**src/rtl/ulpi_reg_read_if.sv**
```systemverilog
// ulpi_reg_read_if
//   This bundle groups the signals between the register-read engine and the
//   blocks around it. It has two sides:
//     - Requester side: USB control logic.
//     - PHY side: ULPI pad wiring.
//   slave  : the view of the engine itself (ulpi_reg_read).
//   master : the view of whatever drives the engine, i.e. the requester plus
//            the PHY/pad environment.
//   Signals:
//     rd_req/rd_addr                     read request and 6-bit register address
//     rd_busy/rd_done/rd_err/rd_data     read status and returned byte
//     rxcmd_valid/rxcmd                  RXCMD bytes observed while the bus is idle
//     ulpi_dir/ulpi_nxt/ulpi_data_in     PHY-driven ULPI lines
//     ulpi_stp/ulpi_data_out/ulpi_data_oe  link-driven ULPI lines
interface ulpi_reg_read_if;
  logic       rd_req;
  logic [5:0] rd_addr;
  logic       rd_busy;
  logic       rd_done;
  logic       rd_err;
  logic [7:0] rd_data;
  logic       rxcmd_valid;
  logic [7:0] rxcmd;
  logic       ulpi_dir;
  logic       ulpi_nxt;
  logic       ulpi_stp;
  logic [7:0] ulpi_data_in;
  logic [7:0] ulpi_data_out;
  logic       ulpi_data_oe;

  modport slave (
    input  rd_req, rd_addr,
    input  ulpi_dir, ulpi_nxt, ulpi_data_in,
    output rd_busy, rd_done, rd_err, rd_data,
    output rxcmd_valid, rxcmd,
    output ulpi_stp, ulpi_data_out, ulpi_data_oe
  );

  modport master (
    output rd_req, rd_addr,
    output ulpi_dir, ulpi_nxt, ulpi_data_in,
    input  rd_busy, rd_done, rd_err, rd_data,
    input  rxcmd_valid, rxcmd,
    input  ulpi_stp, ulpi_data_out, ulpi_data_oe
  );
endinterface

```
**src/rtl/ulpi_reg_read.sv**
```systemverilog
// ulpi_reg_read
//   Link-side ULPI register-read engine.
//   Operation:
//     - Issues a TXCMD byte of 11aaaaaa.
//     - Follows the NXT/DIR turnaround sequence.
//     - Captures the register byte returned by the PHY.
//   Error handling:
//     - Re-issues the command when the PHY aborts by raising DIR during TXCMD.
//     - Gives up after MAX_RETRY re-issues.
//     - Reports a timeout when a wait state stalls for TIMEOUT_CYCLES.
//   While the bus is idle, RXCMD bytes sent by the PHY are captured and reported.
//   Ports:
//     CLKOUT  60 MHz ULPI clock from the PHY (only clock)
//     reset   asynchronous, active-low reset
//     bus     ulpi_reg_read_if.slave; carries the following signals:
//       - Request/status: rd_req, rd_addr, rd_busy, rd_done, rd_err, rd_data.
//       - RXCMD report:   rxcmd_valid, rxcmd.
//       - ULPI lines:     dir, nxt, stp, data_in, data_out, data_oe.
//   Parameters:
//     TIMEOUT_CYCLES  cycles allowed in each of TXCMD/TURN1/TURN2 (1..65535)
//     MAX_RETRY       re-issues allowed after PHY abort (0..15)
module ulpi_reg_read #(
  parameter int TIMEOUT_CYCLES = 255,
  parameter int MAX_RETRY      = 3
) (
  input logic            CLKOUT,
  input logic            reset,
  ulpi_reg_read_if.slave bus
);

  localparam logic [2:0] ST_IDLE       = 3'd0;
  localparam logic [2:0] ST_TXCMD      = 3'd1;
  localparam logic [2:0] ST_TURN1      = 3'd2;
  localparam logic [2:0] ST_RDATA      = 3'd3;
  localparam logic [2:0] ST_TURN2      = 3'd4;
  localparam logic [2:0] ST_ABORT_WAIT = 3'd5;

  // The timer starts at 0 on state entry. The last permitted wait cycle is the
  // one where the timer reads TIMEOUT_CYCLES-1, so with TIMEOUT_CYCLES=N an
  // unanswered TXCMD completes N edges after it was entered.
  localparam logic [15:0] TIMEOUT_LAST = 16'(TIMEOUT_CYCLES - 1);

  // The retry count can reach MAX_RETRY+1 (up to 16), so it is one bit wider
  // than MAX_RETRY itself.
  localparam logic [4:0] RETRY_LIMIT = 5'(MAX_RETRY);

  logic [2:0]  state_reg, state_next;
  logic [5:0]  addr_reg, addr_next;
  logic [4:0]  retry_reg, retry_next;
  logic [15:0] timer_reg, timer_next;
  logic        busy_reg, busy_next;
  logic        done_reg, done_next;
  logic        err_reg, err_next;
  logic [7:0]  data_reg, data_next;
  logic        rxv_reg, rxv_next;
  logic [7:0]  rxcmd_reg, rxcmd_next;
  logic [7:0]  dout_reg, dout_next;
  logic        dir_q_reg;
  logic        stp_reg;

  logic        timed_out;
  logic        wait_state;
  logic        rx_window;

  function automatic logic [7:0] txcmd_byte(input logic [5:0] addr);
    return {2'b11, addr};
  endfunction

  assign timed_out  = (timer_reg == TIMEOUT_LAST);
  assign wait_state = (state_reg == ST_TXCMD) || (state_reg == ST_TURN1) ||
                      (state_reg == ST_TURN2);

  // RXCMD bytes are only meaningful while no register read owns the bus.
  assign rx_window  = (state_reg == ST_IDLE) || (state_reg == ST_ABORT_WAIT);

  always_comb begin
    state_next = state_reg;
    addr_next  = addr_reg;
    retry_next = retry_reg;
    busy_next  = busy_reg;
    done_next  = 1'b0;
    err_next   = err_reg;
    data_next  = data_reg;
    rxv_next   = 1'b0;
    rxcmd_next = rxcmd_reg;
    dout_next  = dout_reg;

    case (state_reg)
      ST_IDLE: begin
        // A request made while the PHY owns the bus is left pending until DIR
        // drops.
        if (bus.rd_req && !bus.ulpi_dir) begin
          addr_next  = bus.rd_addr;
          retry_next = 5'd0;
          dout_next  = txcmd_byte(bus.rd_addr);
          busy_next  = 1'b1;
          state_next = ST_TXCMD;
        end
      end

      ST_TXCMD: begin
        // A PHY abort outranks NXT. If both arrive in the same cycle, the PHY
        // has already taken the bus.
        if (bus.ulpi_dir) begin
          dout_next  = 8'h00;
          retry_next = retry_reg + 5'd1;
          state_next = ST_ABORT_WAIT;
        end else if (bus.ulpi_nxt) begin
          dout_next  = 8'h00;
          state_next = ST_TURN1;
        end else if (timed_out) begin
          done_next  = 1'b1;
          err_next   = 1'b1;
          busy_next  = 1'b0;
          dout_next  = 8'h00;
          state_next = ST_IDLE;
        end
      end

      ST_TURN1: begin
        if (bus.ulpi_dir) begin
          state_next = ST_RDATA;
        end else if (timed_out) begin
          done_next  = 1'b1;
          err_next   = 1'b1;
          busy_next  = 1'b0;
          state_next = ST_IDLE;
        end
      end

      ST_RDATA: begin
        // The register byte is valid on the first cycle after the turnaround.
        // If DIR is already low at this point, the PHY did not deliver it.
        if (bus.ulpi_dir) begin
          data_next  = bus.ulpi_data_in;
          state_next = ST_TURN2;
        end else begin
          done_next  = 1'b1;
          err_next   = 1'b1;
          busy_next  = 1'b0;
          state_next = ST_IDLE;
        end
      end

      ST_TURN2: begin
        if (!bus.ulpi_dir) begin
          done_next  = 1'b1;
          err_next   = 1'b0;
          busy_next  = 1'b0;
          state_next = ST_IDLE;
        end else if (timed_out) begin
          done_next  = 1'b1;
          err_next   = 1'b1;
          busy_next  = 1'b0;
          state_next = ST_IDLE;
        end
      end

      ST_ABORT_WAIT: begin
        // No timeout applies here. The PHY holds DIR for as long as its own
        // traffic requires.
        if (!bus.ulpi_dir) begin
          if (retry_reg <= RETRY_LIMIT) begin
            dout_next  = txcmd_byte(addr_reg);
            state_next = ST_TXCMD;
          end else begin
            done_next  = 1'b1;
            err_next   = 1'b1;
            busy_next  = 1'b0;
            state_next = ST_IDLE;
          end
        end
      end

      default: begin
        dout_next  = 8'h00;
        busy_next  = 1'b0;
        state_next = ST_IDLE;
      end
    endcase

    // Capture conditions:
    //   - DIR must have been high in the previous cycle as well. This skips
    //     the turnaround cycle.
    //   - NXT must be low. NXT high marks USB receive data, not an RXCMD.
    if (rx_window && bus.ulpi_dir && dir_q_reg && !bus.ulpi_nxt) begin
      rxcmd_next = bus.ulpi_data_in;
      rxv_next   = 1'b1;
    end
  end

  // Re-entering TXCMD from ABORT_WAIT counts as a fresh entry, so the timer
  // restarts.
  always_comb begin
    timer_next = 16'd0;
    if (wait_state && (state_next == state_reg)) begin
      timer_next = timer_reg + 16'd1;
    end
  end

  always_ff @(posedge CLKOUT or negedge reset) begin
    if (!reset) begin
      state_reg <= ST_IDLE;
      addr_reg  <= 6'd0;
      retry_reg <= 5'd0;
      timer_reg <= 16'd0;
      busy_reg  <= 1'b0;
      done_reg  <= 1'b0;
      err_reg   <= 1'b0;
      data_reg  <= 8'h00;
      rxv_reg   <= 1'b0;
      rxcmd_reg <= 8'h00;
      dout_reg  <= 8'h00;
      dir_q_reg <= 1'b0;
      stp_reg   <= 1'b0;
    end else begin
      state_reg <= state_next;
      addr_reg  <= addr_next;
      retry_reg <= retry_next;
      timer_reg <= timer_next;
      busy_reg  <= busy_next;
      done_reg  <= done_next;
      err_reg   <= err_next;
      data_reg  <= data_next;
      rxv_reg   <= rxv_next;
      rxcmd_reg <= rxcmd_next;
      dout_reg  <= dout_next;
      dir_q_reg <= bus.ulpi_dir;
      // Register reads never end a transfer, so STP stays low.
      stp_reg   <= 1'b0;
    end
  end

  assign bus.rd_busy       = busy_reg;
  assign bus.rd_done       = done_reg;
  assign bus.rd_err        = err_reg;
  assign bus.rd_data       = data_reg;
  assign bus.rxcmd_valid   = rxv_reg;
  assign bus.rxcmd         = rxcmd_reg;
  assign bus.ulpi_stp      = stp_reg;
  assign bus.ulpi_data_out = dout_reg;

  // The link drives the pad whenever the PHY does not. This output is left
  // combinational so the pad releases in the same cycle that DIR rises.
  assign bus.ulpi_data_oe  = ~bus.ulpi_dir;

endmodule

```
**src/flat_wrapper.sv**
```systemverilog
// flat-port wrapper written by rule: the top's interface ports become plain ports
module ulpi_reg_read_flat 
#(
  parameter int TIMEOUT_CYCLES = 255,
  parameter int MAX_RETRY      = 3
)
  (CLKOUT, reset, bus_rd_req, bus_rd_addr, bus_ulpi_dir, bus_ulpi_nxt, bus_ulpi_data_in, bus_rd_busy, bus_rd_done, bus_rd_err, bus_rd_data, bus_rxcmd_valid, bus_rxcmd, bus_ulpi_stp, bus_ulpi_data_out, bus_ulpi_data_oe);
  ulpi_reg_read_if bus_i ();
  input logic CLKOUT;
  input logic reset;
  input wire logic [$bits(bus_i.rd_req)-1:0] bus_rd_req;
  input wire logic [$bits(bus_i.rd_addr)-1:0] bus_rd_addr;
  input wire logic [$bits(bus_i.ulpi_dir)-1:0] bus_ulpi_dir;
  input wire logic [$bits(bus_i.ulpi_nxt)-1:0] bus_ulpi_nxt;
  input wire logic [$bits(bus_i.ulpi_data_in)-1:0] bus_ulpi_data_in;
  output wire logic [$bits(bus_i.rd_busy)-1:0] bus_rd_busy;
  output wire logic [$bits(bus_i.rd_done)-1:0] bus_rd_done;
  output wire logic [$bits(bus_i.rd_err)-1:0] bus_rd_err;
  output wire logic [$bits(bus_i.rd_data)-1:0] bus_rd_data;
  output wire logic [$bits(bus_i.rxcmd_valid)-1:0] bus_rxcmd_valid;
  output wire logic [$bits(bus_i.rxcmd)-1:0] bus_rxcmd;
  output wire logic [$bits(bus_i.ulpi_stp)-1:0] bus_ulpi_stp;
  output wire logic [$bits(bus_i.ulpi_data_out)-1:0] bus_ulpi_data_out;
  output wire logic [$bits(bus_i.ulpi_data_oe)-1:0] bus_ulpi_data_oe;
  assign bus_i.rd_req = bus_rd_req;
  assign bus_i.rd_addr = bus_rd_addr;
  assign bus_i.ulpi_dir = bus_ulpi_dir;
  assign bus_i.ulpi_nxt = bus_ulpi_nxt;
  assign bus_i.ulpi_data_in = bus_ulpi_data_in;
  assign bus_rd_busy = bus_i.rd_busy;
  assign bus_rd_done = bus_i.rd_done;
  assign bus_rd_err = bus_i.rd_err;
  assign bus_rd_data = bus_i.rd_data;
  assign bus_rxcmd_valid = bus_i.rxcmd_valid;
  assign bus_rxcmd = bus_i.rxcmd;
  assign bus_ulpi_stp = bus_i.ulpi_stp;
  assign bus_ulpi_data_out = bus_i.ulpi_data_out;
  assign bus_ulpi_data_oe = bus_i.ulpi_data_oe;
  ulpi_reg_read #(.TIMEOUT_CYCLES(TIMEOUT_CYCLES), .MAX_RETRY(MAX_RETRY)) u_core (.CLKOUT(CLKOUT), .reset(reset), .bus(bus_i));
endmodule
```
**config.mk**
```make
export PLATFORM = sky130hd
export DESIGN_NAME = ulpi_reg_read_flat
export DESIGN_NICKNAME = d
export VERILOG_FILES = /design/src/rtl/ulpi_reg_read_if.sv /design/src/rtl/ulpi_reg_read.sv /design/src/flat_wrapper.sv
export SDC_FILE = /design/constraint.sdc
export NUM_CORES = 1
export LEC_CHECK = 0
export CORE_UTILIZATION = 50
export DETAILED_ROUTE_END_ITERATION = 8
export HOLD_SLACK_MARGIN = 0.1
export PLACE_DENSITY = 0.83
export SLEW_MARGIN = 5
export SYNTH_ARGS = -nofsm -noshare
export SYNTH_HDL_FRONTEND = slang
export SYNTH_SLANG_ARGS = --single-unit
```
**constraint.sdc**
```tcl
create_clock -name CLKOUT -period 3.76 [get_ports CLKOUT]
set_input_delay 0.564 -clock CLKOUT [delete_from_list [all_inputs] [get_ports CLKOUT]]
set_output_delay 0.564 -clock CLKOUT [all_outputs]
set_load 0.05 [all_outputs]
```
==> impl_results.rst <==
.. list-table::
   :header-rows: 1

   * - Metric
     - Value
   * - Syn avg cell area
     - 10.4 µm²
   * - Number of max-capacitance violations reported
     - 0
   * - Sink Count
     - 58
   * - Cell count after placement
     - 392
   * - Leading cell types by total area after synthesis
     - sky130_fd_sc_hd__dfrtp_1, sky130_fd_sc_hd__mux2_2, sky130_fd_sc_hd__nand2_1, sky130_fd_sc_hd__nor2_1, sky130_fd_sc_hd__xor2_1
   * - Wire length of the first global-routing pass
     - 10900 µm
   * - Highest achievable clock rate
     - 0.352 GHz
   * - Setup repair after global routing missed its margin
     - false
   * - Hold Worst Slack
     - 0.270 ns
   * - Clock slew seen by the registers of the worst setup and hold paths
     - 0.07 ns
   * - Detailed-route via count
     - 2318
   * - Slew @ Worst Pin
     - 0.721 ns
   * - Initial standard-cell utilization of the core
     - 0.523
   * - Post-route total power
     - 3.00 mW
   * - Antenna Diode Count
     - 0
   * - Startpoint class of the critical path
     - flop
   * - Number of standard cells in the layout, taps in and fillers out
     - 408
   * - Post_cts resized
     - 0
   * - Signal arrival time at the worst endpoint
     - 3.04 ns
   * - Peak supply drop
     - 610 µV
   * - Data required, critical path
     - 3.96 ns
   * - Htree depth
     - 3
   * - Cell area after synthesis
     - 2900 µm²
   * - Worst-case clock buffer depth
     - 2
   * - Die X
     - 78.1 µm
   * - Final count of hold timing violations
     - 0
   * - Highest layer used for signal routing
     - met4
   * - Number of max-slew violations in the final report
     - 0
   * - Post-DP Area
     - 3440 µm²
   * - Estimated wirelength of the detail-placed design
     - 4230 µm
   * - Path type of the worst min-delay path
     - in2async
   * - Minimum clock period after layout
     - 2.84 ns
   * - Area share of the leading cell type in the synthesized netlist
     - 0.501
   * - Average vias per placed instance
     - 5.68
   * - Result of the run
     - finished clean
   * - Warnings from Yosys
     - 0
   * - Worst setup EP type
     - flop
   * - Detailed route wirelength on metal3
     - 453 µm
   * - Total Routed Length
     - 6360 µm
   * - Final cell area excluding filler cells
     - 3640 µm²
   * - Period utilization
     - 0.755
   * - Number of buffers inserted by hold repair at cts
     - 0
   * - Fraction of layout instances using a drive strength above 1
     - 0.164
   * - Antenna Violating Nets Remaining
     - 0
   * - Static leakage
     - 1.61 nW
   * - Total length of routed met2 wires
     - 3020 µm
   * - Full die area
     - 6100 µm²
   * - Synth Instances
     - 278
   * - Sequential share of the synthesized area
     - 0.501
   * - Gr ovfl total
     - 0
   * - Top fanout value on the critical path
     - 21
   * - WS Path Type
     - reg2reg
   * - Final clock skew
     - 0.00462 ns
   * - Number of fillers in the final layout
     - 421
   * - Clock buffers created by TritonCTS
     - 9
   * - Share of flip-flops with an asynchronous set or reset after synthesis
     - 1.00
   * - Vias in the first global route
     - 2301
   * - Worst rel slew slack
     - 0.519
   * - Source-to-sink clock delay at the later pin of the worst-skew pair
     - 0.35 ns
   * - Vert. Die Dim
     - 78.1 µm
   * - Count of flip-flops with a built-in enable after synthesis
     - 0
   * - Count of TritonRoute iterations in the first routing pass
     - 4
   * - PortBufs
     - 47
   * - Maximum number of pins on one net before global-route repair
     - 33
   * - Top cell type by total area after synthesis
     - sky130_fd_sc_hd__dfrtp_1
   * - Aggregate negative setup slack
     - 0 ns
   * - Root buffer cell
     - sky130_fd_sc_hd__clkbuf_8
   * - Starting DRT DRC Count
     - 215
   * - Routed len/inst
     - 15.6 µm
   * - Distinct cells, synth
     - 57
   * - Number of antenna violations at the first check in global routing
     - 0
   * - WL met1
     - 2730 µm
   * - Max FFs per register
     - 16
   * - Final net count
     - 354
   * - Register bit total from synthesis
     - 58
   * - Post-CTS repair timing setup buffer count
     - 0
   * - Final GP Congestion
     - 0.861
   * - DRC errors left
     - 0
   * - All-layer global routing usage
     - 0.239
   * - CTS tree
     - built
   * - Count of pins on the block boundary
     - 49
   * - Count of endpoints failing setup in the final report
     - 0
   * - Most frequently used flop master after synthesis
     - sky130_fd_sc_hd__dfrtp_1
   * - Placeable core region
     - 5540 µm²
   * - Synthesized Nets
     - 301
   * - Synth-to-layout area growth
     - 25.8%
   * - Power per standard cell area
     - 824 nW/µm²
   * - Number of standard-cell rows in the floorplan
     - 27
[final timing paths]
check / start / end / slack (ns) / cells after the start
setup / recovery: u_core.state_reg[1] / u_core.timer_reg[7] / 0.92 / 6
max in group asynchronous: reset / u_core.timer_reg[11] / 2.68 / 2
min in group CLKOUT: u_core.addr_reg[1] / u_core.addr_reg[1] / 0.48 / 2
hold / removal: reset / u_core.bus.ulpi_data_out[5] / 0.27 / 1
hold reg to reg: u_core.addr_reg[1] / u_core.addr_reg[1] / 0.48 / 2
setup reg to reg: u_core.state_reg[1] / u_core.timer_reg[7] / 0.92 / 6
[cell usage after synthesis (2+ instances only)]
master,number
sky130_fd_sc_hd__a21o_1,3
sky130_fd_sc_hd__a21oi_1,6
sky130_fd_sc_hd__a22o_1,6
sky130_fd_sc_hd__and3_1,4
sky130_fd_sc_hd__buf_2,3
sky130_fd_sc_hd__buf_4,2
sky130_fd_sc_hd__clkbuf_1,5
sky130_fd_sc_hd__dfrtp_1,58
sky130_fd_sc_hd__ha_1,4
sky130_fd_sc_hd__inv_1,5
sky130_fd_sc_hd__mux2_2,22
sky130_fd_sc_hd__nand2_1,34
sky130_fd_sc_hd__nand2b_1,3
sky130_fd_sc_hd__nand3_1,11
sky130_fd_sc_hd__nand4_1,6
sky130_fd_sc_hd__nor2_1,33
sky130_fd_sc_hd__nor2b_1,3
sky130_fd_sc_hd__nor3_1,3
sky130_fd_sc_hd__nor4_1,2
sky130_fd_sc_hd__o211ai_1,2
sky130_fd_sc_hd__o21a_1,2
sky130_fd_sc_hd__o21ai_0,7
sky130_fd_sc_hd__o22ai_1,2
sky130_fd_sc_hd__or3_1,2
sky130_fd_sc_hd__or4_4,2
sky130_fd_sc_hd__or4b_2,2
sky130_fd_sc_hd__xnor2_1,8
sky130_fd_sc_hd__xor2_1,9
[where the power goes]
group	internal (mW)	switching (mW)	total (mW)
sequential	0.812	0.154	0.966
clock	0.342	0.245	0.587
combinational	0.550	0.898	1.45
[cells by family (layout without fill, tap and decap cells)]
kind of cell               Yosys count  after routing  synth area share
buffers and inverters               17             75            0.0259
xor gates and xnor gates            17             17            0.0514
DFF                                 58             58             0.501
and+or+nand+nor                    117            117             0.211
other                                1              1           0.00130
AOI/OAI and AO/OA                   41             41             0.102
muxes                               23             23            0.0890
adders and majority gates            4              4            0.0173
[critical path: stages (launching register included)]
cell and delay (ns):
sky130_fd_sc_hd__dfrtp_1 0.61, sky130_fd_sc_hd__ha_1 0.39, sky130_fd_sc_hd__or4b_2 0.64, sky130_fd_sc_hd__o211ai_1 0.22, sky130_fd_sc_hd__o22ai_1 0.11, sky130_fd_sc_hd__o211ai_2 0.57, sky130_fd_sc_hd__nor2_1 0.14
[per-layer routing]
| metal | vias up | GRT usage |
|---|---|---|
| li1 | 1090 | - |
| met1 | 1124 | 0.296 |
| met2 | 88 | 0.381 |
| met3 | 16 | 0.0756 |
| met4 | 0 | 0.111 |
| met5 | - | 0 |
[layout make-up]
cell class	instances	area (µm²)	share of cell area
flip-flops and latches	58	1450	0.399
multi-input cells	203	1370	0.376
repair buffers	53	510	0.140
clock buffers	14	163	0.0447
well taps	72	90.1	0.0247
clock inverters	2	35.0	0.00962
inverters	6	22.5	0.00619
[cell usage in the layout, fill, tap and decap left out, types with 2 or more instances in the layout]
cell | synthesis | routed
sky130_fd_sc_hd__nor2b_1 | 3 | 3
sky130_fd_sc_hd__dfrtp_1 | 58 | 58
sky130_fd_sc_hd__o21a_1 | 2 | 2
sky130_fd_sc_hd__clkbuf_1 | 5 | 3
sky130_fd_sc_hd__or4b_2 | 2 | 2
sky130_fd_sc_hd__inv_1 | 5 | 5
sky130_fd_sc_hd__nand3_1 | 11 | 11
sky130_fd_sc_hd__o21ai_0 | 7 | 7
sky130_fd_sc_hd__a21o_1 | 3 | 3
sky130_fd_sc_hd__xnor2_1 | 8 | 8
sky130_fd_sc_hd__a21oi_1 | 6 | 6
sky130_fd_sc_hd__and3_1 | 4 | 4
sky130_fd_sc_hd__xor2_1 | 9 | 9
sky130_fd_sc_hd__or3_1 | 2 | 2
sky130_fd_sc_hd__nor3_1 | 3 | 3
sky130_fd_sc_hd__o211ai_1 | 2 | 2
sky130_fd_sc_hd__a22o_1 | 6 | 6
sky130_fd_sc_hd__ha_1 | 4 | 4
sky130_fd_sc_hd__nor4_1 | 2 | 2
sky130_fd_sc_hd__buf_4 | 2 | 6
sky130_fd_sc_hd__clkdlybuf4s50_1 | 0 | 46
sky130_fd_sc_hd__mux2_2 | 22 | 22
sky130_fd_sc_hd__or4_4 | 2 | 2
sky130_fd_sc_hd__nor2_1 | 33 | 33
sky130_fd_sc_hd__o22ai_1 | 2 | 2
sky130_fd_sc_hd__nand4_1 | 6 | 6
sky130_fd_sc_hd__nand2b_1 | 3 | 3
sky130_fd_sc_hd__clkbuf_8 | 0 | 11
sky130_fd_sc_hd__nand2_1 | 34 | 34
[through the flow]
step,util,setup slack [ns]
2_1_floorplan,-,1.37
3_3_place_gp,0.622,0.858
3_5_place_dp,0.622,0.761
4_1_cts,0.657,0.926
5_1_grt,0.657,0.740
6_report,0.657,0.921
No activity file was read; power rests on OpenSTA's default activity.
==> RTL edit: new RTL, same flow settings <==
Take the reset off `dout_reg` and load it in a clocked block of its own.
--- a/src/rtl/ulpi_reg_read.sv
+++ b/src/rtl/ulpi_reg_read.sv
@@ -210,7 +210,6 @@
       data_reg  <= 8'h00;
       rxv_reg   <= 1'b0;
       rxcmd_reg <= 8'h00;
-      dout_reg  <= 8'h00;
       dir_q_reg <= 1'b0;
       stp_reg   <= 1'b0;
     end else begin
@@ -224,11 +223,14 @@
       data_reg  <= data_next;
       rxv_reg   <= rxv_next;
       rxcmd_reg <= rxcmd_next;
-      dout_reg  <= dout_next;
       dir_q_reg <= bus.ulpi_dir;
       // Register reads never end a transfer, so STP stays low.
       stp_reg   <= 1'b0;
     end
+  end
+
+  always_ff @(posedge CLKOUT) begin
+    dout_reg <= dout_next;
   end
 
   assign bus.rd_busy       = busy_reg;
Formal check against the unedited RTL: not equivalent (Yosys sat finds a counterexample within 4 cycles, from zero or initial values and one cycle with reset low).
==> RTL edit against the unedited design <==
Area after synthesis is 0.43% higher. Worst setup slack worse by 92 ps. Critical path depth is 3 lower. Routed wire length is 9.2% lower. Total power is 5.2% lower. First-iteration DRC count is 2.3% lower. Design area is 1.7% lower. Sequential cell count stayed put. Non-clock buffer count is 2 lower. Maximum frequency is 3.2% lower. Count of clock-buffer cells in the layout is 4 lower.
==> RTL edit: results (changes against the unedited design) <==
postcts setup bufs: 0 (unchanged)
CP max FO: 19 (-9.5%)
HPWL Detailed: 3.93 mm (-6.9%)
initial antenna violation count: 0 (unchanged)
worst skew pair latency: 340 ps
Hold WC Path Type: input pin to asynchronous set/reset pin
EDFF count, synth: 7 (+7)
Num CTS Buffers: 9 (unchanged)
Syn Nets: 304 (+1.0%)
WL met3: 365 um (-19%)
Resize count post-CTS: 0 (unchanged)
H-tree lvl count: 3 (unchanged)
first-pass GRT wire length: 9.92 mm (-9.1%)
area of placed instances: 0.00339 sq mm (-1.5%)
Longest Clk Path Bufs: 2 (unchanged)
CP arrival: 2370 ps (-670 ps)
Top Layer Used: met4
Layout Nets: 352 (-0.56%)
maximum VDD drop: 0.515 mV (-16%)
largest net degree at the start of global routing: 52 (+58%)
status: finished, final reports clean
diodes inserted: 0 (unchanged)
top post-synthesis cells by area: dfrtp_1, edfxtp_1, mux2_2
YS warnings: 0 (unchanged)
met2 wire length: 2.72 mm (-10%)
DRT met1 WL: 2.62 mm (-4.3%)
GRT Util Overall: 21.2% (-2.7 points)
Via-to-Cell Ratio: 5.47 (-3.7%)
clk_skew: 13.5 ps (+8.92 ps)
1st-iter DRT viols: 210 (-2.3%)
vias in the first global route: 2125 (-7.6%)
Async SR Flop Fraction: 87.9% (-12 points)
LEAKAGE: 0.00153 uW (-5.0%)
most frequent cells after synthesis: dfrtp_1, nor2_1, nand2_1
sequential fraction of the synthesis area: 51.1% (+0.99 points)
max reg flops: 16 (unchanged)
relative max-transition margin: 56.6% (+4.7 points)
clk slew on worst S/H paths: 60 ps
Port Buf Inserts: 47 (unchanged)
root buf cell: clkbuf_8
Pre-Repair DR Iteration Count: 4 (unchanged)
Final Wtd Congestion: 0.882 (+2.4%)
number of remaining DRC errors: 0 (unchanged)
count of cell types in the netlist: 56 (-1.8%)
Detailed Route WL: 5.77 mm (-9.2%)
fraction of layout cells with a size suffix above 1: 14.7% (-1.7 points)
-- RTL edit: cell count changes in the layout (fill, tap and decap cells not counted), sizes merged, moves of 5 or more --
cell / delta
nor2: +9
a31oi: +5
a22oi: +6
edfxtp: +7
mux2: -6
a22o: -6
dfrtp: -7
-- RTL edit: kinds of logic after synthesis --
logic type / Yosys count / synth area share [%]
compound gates: 46 / 11.5
xor+xnor: 18 / 5.42
fa+ha+maj: 4 / 1.72
buf+inv: 21 / 4.35
flops: 58 / 51.1
mux: 17 / 6.54
other cells: 1 / 0.129
simple gates: 116 / 19.2
-- RTL edit: report_power, final --
part           leakage (uW)  internal, uW  total [uW]  switching [uW]
sequential         0.000740           836         951             115
combinational      0.000693           476        1350             871
clock             0.0000958           301         546             245
-- RTL edit: worst max-delay path, cell delays in order --
cell and delay [ps]:
clkdlybuf4s50_1 700, inv_1 260, clkdlybuf4s50_1 840
-- RTL edit: final cells by class --
type	count	area [sq um]
clock buffer	10	128
inverter	7	26.3
multi-input combinational	202	1290
clock inverter	6	57.6
timing repair buffer	51	495
tap	72	90.1
sequential	58	1490
fill	445	1960
-- RTL edit: final timing paths --
check                      slack, ps  cells after the start                  from                     endpoint
setup reg to reg                1030                      5  u_core.timer_reg[12]  u_core.bus.ulpi_data_out[6]
hold / removal                   320                      2                 reset          u_core.timer_reg[5]
hold reg to reg                  480                      2    u_core.addr_reg[4]           u_core.addr_reg[4]
max in group asynchronous       3010                      2                 reset        u_core.bus.rd_data[5]
setup / recovery                 830                      3          bus_ulpi_dir             bus_ulpi_data_oe
min in group CLKOUT              480                      2    u_core.addr_reg[4]           u_core.addr_reg[4]
-- RTL edit: per-layer routing --
| metal | GRT usage, % | up-vias |
|---|---|---|
| li1 | - | 1082 |
| met1 | 28.1 | 1064 |
| met2 | 31.1 | 68 |
| met3 | 6.98 | 7 |
| met4 | 10.6 | 0 |
| met5 | 0 | - |
-- RTL edit: stage by stage --
| stage | hold slack, ps | instances | worst slack [ps] |
|---|---|---|---|
| after CTS | 338 | 406 | 823 |
| after global placement | 458 | 390 | 855 |
| after detailed placement | 466 | 390 | 820 |
| final | 324 | 406 | 828 |
| after floorplan | 268 | 281 | 1340 |
| after global routing | 388 | 406 | 719 |
